File: src/rtl/sat_pkg.sv
// Shared constants, types and clip detection for the 32-to-16-bit signed saturation path.
package sat_pkg;

  localparam int SAT16_MAX = 32767;
  localparam int SAT16_MIN = -32768;

  typedef logic signed [31:0] acc32_t;
  typedef logic signed [15:0] q16_t;

  function automatic logic is_clipped(acc32_t v);
    return (v > acc32_t'(SAT16_MAX)) || (v < acc32_t'(SAT16_MIN));
  endfunction

endpackage

File: src/rtl/sat32_to_16.sv
// Combinational signed saturation of a 32-bit value to the 16-bit range.
module sat32_to_16
  import sat_pkg::*;
(
  input  acc32_t din,
  output q16_t   dout
);

  always_comb begin
    if (din > acc32_t'(SAT16_MAX)) begin
      dout = q16_t'(SAT16_MAX);
    end else if (din < acc32_t'(SAT16_MIN)) begin
      dout = q16_t'(SAT16_MIN);
    end else begin
      dout = din[15:0];
    end
  end

endmodule

File: src/rtl/sat_share_arbiter.sv
// Round-robin sharing of one saturation datapath between NUM_REQ requesters,
// with a registered result stage and a saturating count of clipped transfers.
module sat_share_arbiter
  import sat_pkg::*;
#(
  parameter  int unsigned NUM_REQ = 4,
  parameter  int unsigned CNT_W   = 16,
  localparam int unsigned ID_W    = (NUM_REQ > 1) ? $clog2(NUM_REQ) : 1
) (
  input  logic                    clk,
  input  logic                    rst_n,
  input  logic [NUM_REQ-1:0]      req_valid,
  input  logic [NUM_REQ*32-1:0]   req_data,
  output logic [NUM_REQ-1:0]      req_ready,
  output logic                    out_valid,
  input  logic                    out_ready,
  output logic signed [15:0]      out_data,
  output logic [ID_W-1:0]         out_id,
  output logic                    out_sat,
  input  logic                    clr_count,
  output logic [CNT_W-1:0]        sat_count
);

  logic              out_valid_q;
  q16_t              out_data_q;
  logic [ID_W-1:0]   out_id_q;
  logic              out_sat_q;
  logic [CNT_W-1:0]  sat_count_q;
  logic [ID_W-1:0]   rr_ptr_q;

  logic              can_load;
  logic              grant_found;
  logic              accept;
  logic [ID_W-1:0]   grant_idx;
  acc32_t            grant_data;
  q16_t              sat_data;
  logic              clip;

  // Scan from rr_ptr upward with modulo wrap; first valid requester wins.
  always_comb begin
    int unsigned idx;
    idx         = 0;
    grant_found = 1'b0;
    grant_idx   = '0;
    grant_data  = '0;
    for (int unsigned k = 0; k < NUM_REQ; k++) begin
      idx = (32'(rr_ptr_q) + k) % NUM_REQ;
      if (!grant_found && req_valid[idx]) begin
        grant_found = 1'b1;
        grant_idx   = ID_W'(idx);
        grant_data  = req_data[idx*32 +: 32];
      end
    end
  end

  assign can_load  = !out_valid_q || out_ready;
  assign accept    = rst_n && grant_found && can_load;
  assign req_ready = accept ? (NUM_REQ'(1) << grant_idx) : '0;

  sat32_to_16 u_sat (
    .din  (grant_data),
    .dout (sat_data)
  );

  assign clip = is_clipped(grant_data);

  always_ff @(posedge clk or negedge rst_n) begin
    if (!rst_n) begin
      out_valid_q <= 1'b0;
      out_data_q  <= '0;
      out_id_q    <= '0;
      out_sat_q   <= 1'b0;
      sat_count_q <= '0;
      rr_ptr_q    <= '0;
    end else begin
      if (accept) begin
        out_valid_q <= 1'b1;
        out_data_q  <= sat_data;
        out_id_q    <= grant_idx;
        out_sat_q   <= clip;
        rr_ptr_q    <= (grant_idx == ID_W'(NUM_REQ - 1)) ? '0 : grant_idx + ID_W'(1);
      end else if (out_ready) begin
        out_valid_q <= 1'b0;
      end

      if (clr_count) begin
        sat_count_q <= '0;
      end else if (out_valid_q && out_ready && out_sat_q && (sat_count_q != '1)) begin
        sat_count_q <= sat_count_q + CNT_W'(1);
      end
    end
  end

  assign out_valid = out_valid_q;
  assign out_data  = out_data_q;
  assign out_id    = out_id_q;
  assign out_sat   = out_sat_q;
  assign sat_count = sat_count_q;

endmodule
File: config.mk
export PLATFORM = sky130hd
export DESIGN_NAME = sat_share_arbiter
export DESIGN_NICKNAME = d
export VERILOG_FILES = /design/src/rtl/sat_pkg.sv /design/src/rtl/sat32_to_16.sv /design/src/rtl/sat_share_arbiter.sv
export SDC_FILE = /design/constraint.sdc
export NUM_CORES = 1
export LEC_CHECK = 0
export CORE_MARGIN = 5
export CORE_UTILIZATION = 30
export CTS_CLUSTER_DIAMETER = 80
export DETAILED_ROUTE_END_ITERATION = 8
export PLACE_DENSITY_LB_ADDON = 0.15
export SLEW_MARGIN = 25
export SYNTH_ARGS = -nofsm -noshare
export SYNTH_HDL_FRONTEND = slang
export SYNTH_SLANG_ARGS = --single-unit
File: constraint.sdc
create_clock -name clk -period 4.7 [get_ports clk]
set_clock_uncertainty 0.1 [all_clocks]
set_input_delay 1.41 -clock clk [delete_from_list [all_inputs] [get_ports clk]]
set_output_delay 1.41 -clock clk [all_outputs]
set_load 0.01 [all_outputs]
==> metrics.cfg, run 1 <==
[outcome]
status=completed

[run]
drv_cap=0

[worst_setup_path]
setup.worst_path.class=input pin to output pin
startpoint_type=input pin
slowest_delay_ns=0.28
crit_chain=buf_2 -> buf_6 -> buf_4 -> nor4b_4 -> nor3_2 -> or2_1 -> a31o_4 -> ha_2 -> and2_4 -> buf_6
cp_slowest_cell=a31o_4
worst-path-buf-inv=4
critical_path.most_common_cell=buf_6
crit_required_ns=3.19
crit_family=simple AND/OR/NAND/NOR gates
crit_fanout=14
critPathArrivalTime_ns=3.12
cp-end-kind=output pin

[logic_synthesis]
yosys-top-cells-count=mux2i_1 (71), nand2_1 (49), a21oi_1 (44), mux4_2 (43), nor2_1 (42)
yosysUniqueCellTypes=78
synth_top_area_cell=mux4_2
synth-edff-count=0
synthCells=670
synth-seq-cells=38
synth.area.top_cells=mux4_2 (16%), dfrtp_1 (16%), mux2i_1 (12%)
synthArstFlopShare=1.00
synth_most_common_cell=mux2i_1
netlist_area_um2=6000
synthFlopType=dfrtp_1
syn-mean-instance-area_um2=8.96
synth_top_area_frac=0.161
syn_nets=811
ys_warn_count=0
yosysSeqAreaShare=0.158

[floorplanning]
ios=176
die_area_um2=22900
design.core.area_um2=19600
die_h_um=151
die_w_um=151
rows=51
initial_utilization=0.307

[global_routing]
grt_max_degree=68
grt.overflow.total=0
grt.total_usage=0.200
grt_pass1_vias=6480
antenna_found_initial=0
grt_pass1_wl_um=36500

[finish]
fillerInstances=1916
syn2layout_area_growth_pct=43.6
fin_nets=995
antenna_cells=0
drive_above_1_share=0.213

[drt]
wl_per_cell_um=21.3
drtAntennaViolNets=0
vias_per_cell=5.88
drt_first_pass_iters=5
routed_wl_um=23800
num_vias=6580
drc=0
drtIter0Drc=514

[clocking]
clk_latency_ns=0.28
cts_buffer_depth=2
clk_pin_slew_ns=0.05
cts_made_buffers=5
htreeDepth=2
cts_tree=yes
clock_tree.root_cell=clkbuf_16
cts.sinks=38
hold_buffers=0

[placed_design]
io_buffers=175
gp_congestion=0.861
pre_cts_ws_ns=-0.840
hpwlAfterDp_um=18200

[sta]
hold_viol_final=0
min_period_ns=4.63
rsz0062_at_grt=false
max_freq_mhz=216
fin_crit_sh=0.984
tns_ns=0
drv_slew=0
worst_slack_ns=0.0737
setup_viol=0
worstMarginPinSlew_ns=0.808
relSlewSlack=0.462

[power_and_ir_drop]
leakage_nw=3.25
powerDensity_nw_per_um2=494
irDropWorstVdd_v=0.000281

[hold_path]
min_path_type=flop to flop

[worst reg2reg max path: stages, from the launching register on]
cell	delay, ns
dfrtp_4	0.56
buf_4	0.69
nor4bb_1	0.34
buf_4	0.18
nor2_1	0.07
a221oi_1	0.28
a211oi_1	0.15
a2111oi_2	0.36
nand2_1	0.15
or4_1	0.62
buf_12	0.20
a21oi_1	0.14
[final timing paths]
| check | startpoint | endpoint | slack (ns) | cells past startpoint |
|---|---|---|---|---|
| min in group asynchronous | rst_n | sat_count[1] | 1.15 | 2 |
| setup / recovery | req_valid[2] | req_ready[0] | 0.07 | 10 |
| max in group asynchronous | rst_n | rr_ptr_q[0] | 2.94 | 2 |
| hold / removal | out_id[1] | out_id[1] | 0.39 | 2 |
| hold reg to reg | out_id[1] | out_id[1] | 0.39 | 2 |
| setup reg to reg | rr_ptr_q[1] | out_data[2] | 0.77 | 11 |
[cells by family (layout without fill, tap and decap cells)]
group / count (synthesis) / after routing / share of synthesized area
XOR/XNOR: 11 / 11 / 0.0160
multiplexers: 126 / 126 / 0.302
AO/OA/AOI/OAI: 217 / 217 / 0.277
adder cells (fa/ha/maj): 5 / 5 / 0.0104
AND/OR/NAND/NOR: 196 / 196 / 0.176
flip-flops: 38 / 38 / 0.158
buffers and inverters: 77 / 261 / 0.0602
[state kept, by name (all words and copies together), names as in the netlist]
signal	count
out_id	2
out_sat	1
out_data	16
out_valid	1
sat_count	16
rr_ptr_q	2
[layout by cell type, fill, tap and decap left out, drive strengths merged, types with 9 or more instances in the layout]
cell           count
nand2             50
a211oi            11
nor2              42
mux2              12
nor3              10
buf               79
o211ai             9
nor2b             29
a222oi            15
mux2i             71
a41o              15
o21ai             27
dfrtp             38
mux4              43
o221ai            37
a21oi             54
clkdlybuf4s50    166
[area by class of cell]
cell class | instances | area, um^2 | area share
multi-input combinational | 555 | 4790 | 0.555
timing repair buffer | 247 | 2350 | 0.272
sequential | 38 | 958 | 0.111
tap | 265 | 332 | 0.0385
clock buffer | 6 | 139 | 0.0161
clock inverter | 1 | 30.0 | 0.00348
inverter | 7 | 28.8 | 0.00334
[stage by stage]
| step | util | power (mW) | cells | cell area, um^2 | hold slack [ns] |
|---|---|---|---|---|---|
| after CTS | 0.438 | 4.25 | 1118 | 8580 | 0.393 |
| after floorplan | - | 2.75 | 670 | 6060 | 0.416 |
| after detailed placement | 0.426 | 3.81 | 1110 | 8350 | 0.377 |
| after global routing | 0.440 | 4.58 | 1119 | 8620 | 0.420 |
| final | 0.440 | 4.26 | 1119 | 8620 | 0.393 |
| after global placement | 0.426 | 3.75 | 1110 | 8350 | 0.369 |
[what timing repair did]
item	CTS	global route
resized for setup	45	6
setup endpoints to repair	18	4
setup buffers	1	0
gates cloned	0	1
pin swaps	6	6
[per-layer routing]
layer	wire length (um)	global-route usage
met3	1750	0.0437
met4	363	0.0385
met1	10300	0.273
met5	0	0
met2	11300	0.328
[power by group]
part	internal, mW	switching (mW)	total, mW
Clock	0.262	0.132	0.393
Combinational	1.58	1.76	3.35
Sequential	0.416	0.100	0.517
Total	2.26	1.99	4.26
Note: power is estimated with default switching activity, not from simulation.
==> run 2, diff against run 1 <==
- CORE_UTILIZATION: 30 -> 45
- SKIP_LAST_GASP: default -> 1
==> metrics.cfg, run 2 (synthesis gave the netlist of run 1 again) <==
[outcome]
status=complete, but fails checks
violations=setup timing

[sta]
fin_crit_sh=1.00  ; +0.0165
hold_viol_final=0  ; unchanged
hold-worst-slack_ns=0.419  ; +0.0256 ns
worstMarginPinSlew_ns=0.875  ; +0.0670 ns
setup_viol=1  ; +1
max_freq_mhz=213  ; -1.6%
rsz0062_at_grt=true
relSlewSlack=0.417  ; -0.0446
drv_slew=0  ; unchanged
min_period_ns=4.70  ; +0.0774 ns
worst_slack_ns=-0.00367  ; -0.0774 ns

[finish]
regArea_um2=958  ; unchanged
antenna_cells=0  ; unchanged
fin_nets=1009  ; +1.4%
mostFrequentLayoutCells=clkdlybuf4s50_1 (166), buf_4 (78), mux2i_1 (71), nand2_1 (49)
final_common_cell=clkdlybuf4s50_1
drive_above_1_share=0.222  ; +0.00924
fin_area_um2=8580  ; -0.52%
syn2layout_area_growth_pct=42.9
multi_input_area_um2=4780  ; -0.21%
fillerInstances=1092  ; -43%

[drt]
vias_per_cell=6.51  ; +11%
num_vias=6797  ; +3.3%
drt_first_pass_iters=6  ; +1
drtAntennaViolNets=0  ; unchanged
wl_per_cell_um=20.7  ; -2.4%
drc=0  ; unchanged
drtIter0Drc=678  ; +32%
routed_wl_um=21700  ; -8.9%

[clocking]
cts_buffer_depth=2  ; unchanged
htreeDepth=2  ; unchanged
cts.sinks=38  ; unchanged
cts_tree=yes
cts_made_buffers=5  ; unchanged
clock_tree.root_cell=clkbuf_16
clk_latency_ns=0.28  ; about the same
clk_pin_slew_ns=0.05  ; about the same
hold_buffers=0  ; unchanged

[run]
drv_cap=0  ; unchanged

[global_routing]
grt.total_usage=0.265  ; +0.0647
grt.overflow.total=0  ; unchanged
grt_pass1_vias=6824  ; +5.3%
grt_max_degree=62  ; -8.8%
antenna_found_initial=0  ; unchanged
grt_pass1_wl_um=35000  ; -4.2%

[worst_setup_path]
rr_worst_depth=12  ; +1
r2r-start=rr_ptr_q[1]
rrSetupSlack_ns=0.57  ; -0.20 ns
setup.worst_path.class=input pin to output pin
cp_slowest_cell=a2111o_1
crit_start=req_valid[0]
crit_end=req_ready[0]
slowest_delay_ns=0.48  ; +0.20 ns
crit_required_ns=3.19  ; about the same
startpoint_type=input pin
critPathArrivalTime_ns=3.19  ; +0.07 ns
r2r-end=out_data[13]
crit_chain=buf_8 -> buf_8 -> nand3b_1 -> a2111o_1 -> nand2_4 -> nor3_4 -> a31o_4 -> buf_6 -> ha_4 -> and2_4 -> buf_6
crit_fanout=7  ; -7
cp-end-kind=output pin

[floorplanning]
ios=176  ; unchanged
initial_utilization=0.457  ; +0.151
die_w_um=126  ; -17%
die_area_um2=15800  ; -31%
rows=42  ; -18%
die_h_um=126  ; -17%
design.core.area_um2=13100  ; -33%

[hold_path]
min_path_type=flop to flop

[power_and_ir_drop]
leakage_nw=3.30  ; +1.4%
powerDensity_nw_per_um2=497  ; +0.61%
irDropWorstVdd_v=0.000397  ; +41%

[placed_design]
hpwlAfterDp_um=16300  ; -11%
gp_congestion=0.913  ; +6.1%
io_buffers=175  ; unchanged
dpl-instance-area_um2=8290  ; -0.70%

## run 2: worst max-delay path: cells and delay by family
kind | cells | cell delay, ns
and+or+nand+nor | 4 | 0.43
buffers and inverters | 4 | 0.46
AOI/OAI and AO/OA | 2 | 0.74
adders and majority gates | 1 | 0.14
## run 2: per-stage QoR
stage               total power, mW  instances  utilization  worst slack, ns  setup TNS, ns
finish                         4.26       1044        0.653         -0.00367       -0.00367
global route                   4.55       1044        0.653          -0.0426        -0.0833
CTS                            4.20       1041        0.647          -0.0976         -0.219
detailed placement             3.82       1028        0.631           -0.812          -9.28
global placement               3.73       1028        0.631           -0.772          -8.10
floorplan                      2.75        670            -          -0.0729         -0.178
## run 2: routing by layer
metal  GRT usage  part of all wire
met1       0.349              0.41
met2       0.432              0.47
met3      0.0482             0.079
met4       0.102             0.035
met5           0                 0
## run 2: where the power goes
group | internal (mW) | switching (mW) | total [mW]
Clock | 0.194 | 0.120 | 0.313
Combinational | 1.68 | 1.75 | 3.43
Sequential | 0.417 | 0.104 | 0.521
## run 2: what timing repair did
action	CTS	global route
cloned	0	1
setup buffers	6	3
pin swaps	7	4
resized for setup	42	9
setup endpoints to repair	20	13
## run 2: how the worst min path moves through the flow
stage | startpoint | endpoint | slack, ns | cells after the start
after floorplan | out_id[0] | out_id[0] | 0.42 | 2
after detailed placement | out_id[0] | out_id[0] | 0.37 | 2
final | out_id[0] | out_id[0] | 0.42 | 2
after global routing | out_id[1] | out_id[1] | 0.44 | 2
after global placement | out_id[1] | out_id[1] | 0.37 | 2
after CTS | out_id[0] | out_id[0] | 0.39 | 2
## run 2: layout make-up
| type | count | area share |
|---|---|---|
| multi-input combinational | 555 | 0.557 |
| timing repair buffer | 261 | 0.287 |
| sequential | 38 | 0.112 |
| tap | 176 | 0.0257 |
| clock buffer | 7 | 0.0155 |
| inverter | 7 | 0.00335 |
